### config.mk
export PLATFORM = sky130hd
export DESIGN_NAME = fifo_sync_param
export DESIGN_NICKNAME = d
export VERILOG_FILES = /design/src/rtl/fifo_sync_param.sv
export SDC_FILE = /design/constraint.sdc
export NUM_CORES = 1
export LEC_CHECK = 0
export CAP_MARGIN = 20
export CELL_PAD_IN_SITES_DETAIL_PLACEMENT = 0
export CELL_PAD_IN_SITES_GLOBAL_PLACEMENT = 1
export CORE_ASPECT_RATIO = 2
export CORE_MARGIN = 3
export CORE_UTILIZATION = 52
export CTS_CLUSTER_DIAMETER = 100
export DETAILED_ROUTE_END_ITERATION = 12
export PLACE_DENSITY = 0.77
export SLEW_MARGIN = 10
export SYNTH_ARGS = -nofsm -noshare
export SYNTH_HDL_FRONTEND = slang
export SYNTH_SLANG_ARGS = --single-unit
### constraint.sdc
create_clock -name clk -period 3.7 [get_ports clk]
set_input_delay 0.37 -clock clk [delete_from_list [all_inputs] [get_ports clk]]
set_output_delay 0.37 -clock clk [all_outputs]
set_load 0.02 [all_outputs]
### src/rtl/fifo_sync_param.sv
// fifo_sync_param: single-clock FIFO with fill level, almost-full/almost-empty
// thresholds, optional first-word-fall-through read and sticky error flags.
// Ports: clk, rst_n (async, active low)
//   wr_en, wr_data         push side
//   rd_en, rd_data, rd_valid pop side (rd_en pops the head in FWFT mode)
//   full, empty, almost_full, almost_empty, level  status from registered level
//   overflow, underflow    sticky errors, cleared by clr_err at a clock edge
module fifo_sync_param #(
  parameter int WIDTH     = 8,
  parameter int DEPTH     = 16,
  parameter int PTR_SIZE  = 4,
  parameter int AFULL_TH  = 14,
  parameter int AEMPTY_TH = 2,
  parameter int FWFT      = 0
) (
  input  logic                clk,
  input  logic                rst_n,
  input  logic                wr_en,
  input  logic [WIDTH-1:0]    wr_data,
  input  logic                rd_en,
  output logic [WIDTH-1:0]    rd_data,
  output logic                rd_valid,
  output logic                full,
  output logic                empty,
  output logic                almost_full,
  output logic                almost_empty,
  output logic [PTR_SIZE:0]   level,
  output logic                overflow,
  output logic                underflow,
  input  logic                clr_err
);

  localparam logic [PTR_SIZE:0] LVL_MAX =
    (PTR_SIZE+1)'(DEPTH);
  localparam logic [PTR_SIZE:0] LVL_AF =
    (PTR_SIZE+1)'(AFULL_TH);
  localparam logic [PTR_SIZE:0] LVL_AE =
    (PTR_SIZE+1)'(AEMPTY_TH);
  localparam logic [PTR_SIZE:0] LVL_ONE =
    (PTR_SIZE+1)'(1);
  localparam logic [PTR_SIZE-1:0] PTR_ONE =
    PTR_SIZE'(1);

  logic [WIDTH-1:0]    mem_q [DEPTH];

  logic [PTR_SIZE-1:0] wr_ptr_q, wr_ptr_d;
  logic [PTR_SIZE-1:0] rd_ptr_q, rd_ptr_d;
  logic [PTR_SIZE:0]   level_q, level_d;
  logic                ovf_q, ovf_d;
  logic                unf_q, unf_d;
  logic                wr_acc, rd_acc;

  assign full         = (level_q == LVL_MAX);
  assign empty        = (level_q == '0);
  assign almost_full  = (level_q >= LVL_AF);
  assign almost_empty = (level_q <= LVL_AE);
  assign level        = level_q;
  assign overflow     = ovf_q;
  assign underflow    = unf_q;

  // Accepts use the pre-edge flags, so a full FIFO with both
  // requests pops but drops the write (and vice versa when empty).
  assign wr_acc = wr_en && !full;
  assign rd_acc = rd_en && !empty;

  always_comb begin
    wr_ptr_d = wr_ptr_q;
    rd_ptr_d = rd_ptr_q;
    level_d  = level_q;
    if (wr_acc) wr_ptr_d = wr_ptr_q + PTR_ONE;
    if (rd_acc) rd_ptr_d = rd_ptr_q + PTR_ONE;
    unique case ({wr_acc, rd_acc})
      2'b10:   level_d = level_q + LVL_ONE;
      2'b01:   level_d = level_q - LVL_ONE;
      default: level_d = level_q;
    endcase
    // A new error outranks a clear in the same cycle.
    ovf_d = ovf_q;
    unf_d = unf_q;
    if (clr_err) begin
      ovf_d = 1'b0;
      unf_d = 1'b0;
    end
    if (wr_en && full)  ovf_d = 1'b1;
    if (rd_en && empty) unf_d = 1'b1;
  end

  always_ff @(posedge clk or negedge rst_n) begin
    if (!rst_n) begin
      wr_ptr_q <= '0;
      rd_ptr_q <= '0;
      level_q  <= '0;
      ovf_q    <= 1'b0;
      unf_q    <= 1'b0;
    end else begin
      wr_ptr_q <= wr_ptr_d;
      rd_ptr_q <= rd_ptr_d;
      level_q  <= level_d;
      ovf_q    <= ovf_d;
      unf_q    <= unf_d;
    end
  end

  // Storage is deliberately not reset.
  always_ff @(posedge clk) begin
    if (wr_acc) mem_q[wr_ptr_q] <= wr_data;
  end

  if (FWFT != 0) begin : g_fwft
    // Head word shown directly; forced to zero while empty so the
    // output never carries uninitialised storage.
    assign rd_valid = !empty;
    assign rd_data  = empty ? '0 : mem_q[rd_ptr_q];
  end else begin : g_std
    logic [WIDTH-1:0] rd_data_q;
    logic             rd_valid_q;

    always_ff @(posedge clk or negedge rst_n) begin
      if (!rst_n) begin
        rd_data_q  <= '0;
        rd_valid_q <= 1'b0;
      end else begin
        rd_valid_q <= rd_acc;
        if (rd_acc) rd_data_q <= mem_q[rd_ptr_q];
      end
    end

    assign rd_valid = rd_valid_q;
    assign rd_data  = rd_data_q;
  end

endmodule

==> out/summary.md, run 1 <==
The run finished with clean final reports. The clock insertion delay at the later pin of the skew report is 0.42 ns, and the proportion of register bits with asynchronous set or reset after synthesis is 15.8%. The total number of placement rows is 55, and the number of buffers created by CTS is 17. The tools report the summed negative setup slack over all endpoints as 0 ns. Cells with a size suffix above 1 make up 23.7% of the layout. The mapped netlist covers 6210 um2. The first global-routing pass estimated 18700 um of wire. The run gives 11500 um2 as the area of the core.

Of the total power, the clock network draws 29.4%. The maximum net fanout on the critical path is 11, and the share of the yosys chip area belonging to registers is 71.5%. The first detailed-routing pass took 4 iterations.

In the layout the commonest cells are edfxtp_1, mux4_2, clkdlybuf4s50_1, dfrtp_1, nand2_1. Derived from the worst setup path, the maximum achievable clock frequency is 313 MHz. For this run, the number of Yosys warnings is 0. Number of inserted diodes: 0. The tools report the post-synthesis cell type count as 42. The logs give 54.1% for the effective utilization at floorplan and 7290 um2 for the post-route cell area. The cell count after synthesis was 329; the number of maximum-capacitance violations was 0. The placed instances occupy a cell area of 6700 um2.

The total via count after detailed routing came out at 3032. Shortest period the worst path allows: 3.19 ns. The run gives 3.48 ns as the data arrival at the endpoint of the critical path.

Of the total power, combinational logic draws 27.8%. Class of the worst hold path: primary input to async pin. After synthesis the netlist holds a flip-flop and latch count of 152.

In this run the power density over the cells is 788 nW/um2. At the pin with the least slew margin, the transition time is 0.952 ns. The net switching component of the power is 1.83 mW, and the number of flops mapped to enable cells by yosys is 128. Setup violations remaining at the end of the flow were counted as 0. Once detailed placement completed, the half-perimeter wirelength came to 8360 um. The worst-case vdd ir drop was 0.399 mV.

The largest incremental delay on the critical path came out at 0.60 ns. The slowest stage of the critical path belongs to the cell or4_4. The H-tree generated during clock tree synthesis spans 4 levels. The critical path starts at level[1]. Among all flip-flop cells after synthesis, the most frequent one is edfxtp_1.

The switching power as a share of total power was 31.8%. The worst setup path category was flop to flop. The layout-stage area growth over the synthesis result was 17.3%. The design internal power is 3.91 mW. After clock tree synthesis, the repair step resized 0 gates.

STA classifies the critical path endpoint as a flop. Clock tree synthesis selected as its root buffer the cell clkbuf_16. Each instance of the synthesized netlist takes up on average 18.9 um2. The global-route usage over all layers was 19.1%; the number of nets produced by synthesis was 351. The logs give 3343 for the via count of the first global-routing pass and 3.98 ns for the worst path required time.

The detailed-route wire length is 11700 um, and the number of hold violations in the final report is 0. For the number of antenna violations at the first check in global routing, the log shows 0. The library cell appearing most often on the critical path is ha_1. Final antenna-violating net count: 0. Entering global routing, the biggest net connects 29 pins. The floorplan die width works out to 83.3 um. The run gives 36.6% as the worst-case headroom to the max-slew limit. The cell family contributing the most delay on the critical path is compound AO/OA/AOI/OAI gates.

After detailed routing, the average wire length per cell comes to 22.3 um. In the final design database the tool counted 393 nets. The leakage power summed over all cells is 2.52 nW, and the buffers plus inverters on the worst setup path is 1. Clock skew on the completed layout was measured at 0.00929 ns.

Cells fill 63.4% of the core in the end. TritonCTS built the clock tree. Global routing finished with a remaining overflow of 0. At the end of routability-driven placement, the weighted congestion stood at 0.759.

For the total power of the final layout, the log shows 5.74 mW. The signal on the critical path passes through or4_4 > o21ai_4 > inv_4 > ha_1 > xor2_1 > ha_1 > o21ai_0 > o22ai_1 > a2111oi_0 > a211oi_1. The run gives 152 as the number of clock sinks seen by CTS.

The run gives 13400 um2 as the die outline area. For the DRC violation total after the first TritonRoute iteration, the log shows 174. The reg-to-reg critical path startpoint is level[1]. The final cycle utilization of the critical path works out to 86.3%.

The post-detailed-route DRC marker count is 0. The worst setup path is launched from a flop. Sequential cells burn 42.8% of the power.

The tools report the max-slew violation count as 0. Setup repair after global routing left no endpoint under its margin. Port buffering added 32 buffers.

For the number of top-level pins, the log shows 33. The average via count per standard cell is 5.76, and the largest buffer count on any clock path is 2. Clock-pin slew was measured on the worst setup and hold paths at 0.06 ns. Leaving out fill and tap cells, the most frequent cell in the layout is edfxtp_1. The setup check on the worst reg-to-reg path leaves a slack of 0.51 ns. The die is 161 um tall.
-- final cells by class --
type                       count  area [um2]
tap                          142         178
sequential                   152        4450
timing repair buffer          42         413
clock buffer                  17         425
fill                         806        4210
multi-input combinational    152        1640
inverter                       6        25.0
clock inverter                15         158
-- final timing paths --
path	end	cells past startpoint
max	level[4]	10
min	level[2]	2
max reg2reg	level[4]	10
min reg2reg	rd_data[4]	2
max in group asynchronous	rd_ptr_q[2]	2
min in group clk	rd_data[4]	2
-- metal layers --
metal | part of all wire, % | global-route usage [%] | vias up | routed length (um)
li1 | - | - | 1388 | -
met1 | 36 | 20.7 | 1556 | 4220
met2 | 58 | 35.0 | 69 | 6840
met3 | 3.4 | 4.88 | 19 | 400
met4 | 2.5 | 7.59 | 0 | 291
met5 | 0 | 0 | - | 0
-- state kept, by name (all words and copies together) (netlist names) --
signal,count
underflow,1
level,5
rd_data,8
rd_ptr_q,4
rd_valid,1
overflow,1
wr_ptr_q,4
mem_q,128
-- power groups by stage --
stage | Clock [mW] | Combinational, mW | Sequential (mW)
after global routing | 1.81 | 1.72 | 2.51
final | 1.69 | 1.60 | 2.46
after global placement | 0 | 1.54 | 2.52
after detailed placement | 0 | 1.63 | 2.50
after CTS | 1.73 | 1.63 | 2.47
after floorplan | 0 | 1.21 | 2.34
-- logic make-up after synthesis --
logic type | after synthesis | share of synthesized area, %
DFF | 152 | 71.5
and+or+nand+nor | 57 | 4.49
muxes | 49 | 14.4
AOI/OAI and AO/OA | 28 | 4.51
buffers and inverters | 25 | 2.03
xor gates and xnor gates | 9 | 1.27
adders and majority gates | 9 | 1.81
-- synthesized netlist by cell type (2+ instances only) --
cell type / n / area share (%)
edfxtp_1: 128 / 62
mux4_2: 32 / 12
dfrtp_1: 24 / 9.7
nand2_1: 21 / 1.3
mux2i_1: 16 / 2.6
nor2_1: 16 / 0.97
ha_1: 9 / 1.8
buf_2: 8 / 0.64
o221ai_2: 8 / 1.9
clkbuf_1: 7 / 0.42
xnor2_1: 6 / 0.85
inv_1: 5 / 0.30
nand2b_1: 4 / 0.40
nor2b_1: 4 / 0.40
nor3_1: 4 / 0.32
o21ai_0: 3 / 0.24
xor2_1: 3 / 0.42
a2111oi_0: 2 / 0.28
a211oi_1: 2 / 0.24
a21o_1: 2 / 0.24
a21oi_1: 2 / 0.16
a22o_1: 2 / 0.28
nand4_1: 2 / 0.20
-- what timing repair did --
item                                    in CTS  in global routing
buffers inserted                             0                  0
hold endpoints to repair                     0                 24
hold buffers                                 0                  1
endpoints found under the setup margin       0                  0
-- metrics by stage --
stage	setup WS, ns	hold WS [ns]	instances
after floorplan	0.729	0.0744	329
after global placement	0.533	0.486	492
after detailed placement	0.525	0.476	493
after CTS	0.504	0.500	525
after global routing	0.274	0.527	526
final	0.506	0.481	526
Note: power is estimated with default switching activity, not from simulation.
==> inputs of run 2 (changes only) <==
- CORE_ASPECT_RATIO: 2 -> 0.9
==> out/summary.md, run 2 (synthesis gave the netlist of run 1 again) <==
The flow ran to the end, and the final reports show no timing, DRC or antenna violations. Number of H-tree levels: 4. Once placement finished, the instance area stood at 6750 um2. The post-detailed-route DRC marker count is 0, and the floorplan die width is 121 um. The endpoint kind of the worst setup timing path was a flop. For the worst-skew pair, the clock arrives at the later sink with an insertion delay of 0.42 ns. The total of hold buffers inserted after clock tree synthesis is 0, and the maximum clock skew at final layout is 0.00636 ns. For the number of fillers in the final layout, the log shows 803. 33 I/O pins were placed. The net count of the finished layout is 399.

The root buffer cell is clkbuf_16. Detailed placement finished with a half-perimeter wire length of 7490 um. Entering global routing, the biggest net connects 25 pins.

In this run the worst path has a maximum fanout of 11. The run gives 0 as the final antenna-violating net count. The first global-routing pass estimated 18600 um of wire. Number of cells upsized or downsized after cts: 0. The run gives 152 as the number of clock sinks seen by CTS. The detail-routed net length per standard cell is 21.9 um, and the worst-case headroom to the max-slew limit is 34.1%. The initialized floorplan defines 37 standard-cell rows. In the layout the commonest cells are edfxtp_1, mux4_2, clkdlybuf4s50_1, dfrtp_1, nand2_1. The logic gate share of total power came out at 27.6%. The layout-stage area growth over the synthesis result works out to 18.4%.

Most common cell after layout, fill and taps aside: edfxtp_1. The logs give 0 for the number of maximum-capacitance violations and 4 for the number of detailed-routing iterations run before antenna repair. The post-route netlist has 24.4% of its cells at a drive strength greater than 1. The internal portion of the total power is 4.07 mW. The worst register-to-register path ends at level[4].

The register with the most flip-flops in the layout has 128 of them. The run gives 0 as the number of inserted diodes. Routability-driven placement finished with a final weighted congestion of 0.776.

The initial utilization of the core area, before any placement, comes to 53.7%. In this run the static leakage power is 2.56 nW. The worst path uses 87.8% of the clock period.

The floorplan step defined a die boundary enclosing 13300 um2. Prior to clock tree synthesis, the placed netlist has a worst setup slack of 0.480 ns. For the worst-case vdd ir drop, the log shows 0.461 mV. The run gives 0 as the total overflow reported by the global router. The count of cells in the finished layout, fillers not included, comes to 545.

The area of the core came out at 11600 um2. TritonCTS built the clock tree. Setup violations remaining at the end of the flow were counted as 0. The port buffer count was 32.

Measured in cells, the most critical reg-to-reg path has a length of 10. The clock network is responsible for 30.4% of the overall power. The summed negative setup slack over all endpoints is 0 ns. Setup repair after global routing left no endpoint under its margin. The shortest period the worst path allows is 3.25 ns. The transition at the pin with the smallest max-transition slack came out at 0.989 ns. Clock transition at the registers of the reported paths: 0.06 ns. Across every metal layer, demand over resource in global routing totals 20.0%. Wires add up to 11900 um. The setup path with the least slack is of type flop to flop. The number of antenna violations at the first check in global routing is 0, and the instance count after placement with tap cells included is 514. More flip-flops sit in one register than any other, and that register is mem_q.

The data arrival at the endpoint of the critical path is 3.53 ns, and the relative contribution of sequential cells to total power is 42.0%. Summed over all nets, the switching power comes to 1.78 mW. The tools report the register-to-register setup slack as 0.45 ns. In this run the worst hold path is classified as primary input to async pin. Static timing analysis puts the maximum clock frequency at 308 MHz. The worst setup path is launched from a flop. The areal power density over the cells is 794 nW/um2, and the number of hold violations in the final report is 0. The die outline height came out at 110 um.

The number of setup buffers added after CTS is 0. Buffers inserted during clock tree synthesis total 17. The detailed router finished its first iteration with 240 violations.

The worst register-to-register path begins at level[1]. For the worst setup path, the data required time is 3.98 ns. Average via count per standard cell: 5.72. The tools report the total power of the final layout as 5.84 mW.

No sink is reached through more buffers than the 2 on the longest clock path. The slack of the critical path was 0.451 ns; the via count of the first global-routing pass was 3152. Total via count after detailed routing: 3116. Net switching is 30.4% of the power.

With fillers left out, the area of the finished cells amounts to 7360 um2. The tools report the max-slew violation count as 0.
==> run 2: cell types whose count changed in the layout (fill, tap and decap cells not counted), sizes merged <==
| cell | delta |
|---|---|
| clkdlybuf4s50 | +1 |
| clkinvlp | +1 |
| clkinv | +3 |
| dlygate4sd3 | -1 |
| clkbuf | +1 |
| buf | +6 |
| bufinv | +3 |
| inv | -9 |
==> run 2: worst max path at each step <==
stage / endpoint / slack [ns] / cells past startpoint / from
final: level[4] / 0.45 / 10 / level[1]
after global routing: level[4] / 0.17 / 10 / level[1]
after CTS: level[4] / 0.46 / 10 / level[1]
after detailed placement: level[4] / 0.48 / 10 / level[1]
after global placement: level[4] / 0.60 / 10 / level[1]
after floorplan: level[4] / 0.73 / 12 / level[1]
==> run 2: layer usage <==
layer  vias up  part of all wire, %  global-route usage (%)  wire length (um)
li1       1396                    -                       -                 -
met1      1629                   44                    27.2              5260
met2        83                   49                    31.1              5860
met3         8                  6.1                    6.43               725
met4         0                 0.77                    6.72                92
met5         -                    0                       0                 0
==> run 2: worst max-delay path, stage by stage (launching register included) <==
cell and delay (ns):
dfrtp_1 0.50, or4_4 0.61, o21ai_4 0.31, inv_4 0.12, ha_1 0.33, xor2_1 0.19, ha_1 0.22, o21ai_0 0.17
o22ai_1 0.11, a2111oi_0 0.44, a211oi_1 0.10
==> run 2: cell type report <==
type | instances | area [um2] | share of cell area, %
multi-input combinational | 152 | 1640 | 22.3
tap | 156 | 195 | 2.65
inverter | 6 | 25.0 | 0.340
sequential | 152 | 4450 | 60.4
clock buffer | 18 | 429 | 5.83
clock inverter | 13 | 180 | 2.45
timing repair buffer | 48 | 440 | 5.99
==> run 2: per-stage QoR <==
step                utilization, %  hold slack (ns)
finish                        63.6            0.323
global route                  63.6            0.352
CTS                           63.6            0.316
detailed placement            58.3            0.475
global placement              58.3            0.477
floorplan                        -           0.0744
==> run 2: power groups by stage <==
stage / Clock, mW / Combinational, mW / Sequential (mW)
after floorplan: 0 / 1.21 / 2.34
after global routing: 1.88 / 1.75 / 2.50
after global placement: 0 / 1.61 / 2.47
after detailed placement: 0 / 1.62 / 2.49
final: 1.77 / 1.61 / 2.45
after CTS: 1.80 / 1.64 / 2.46
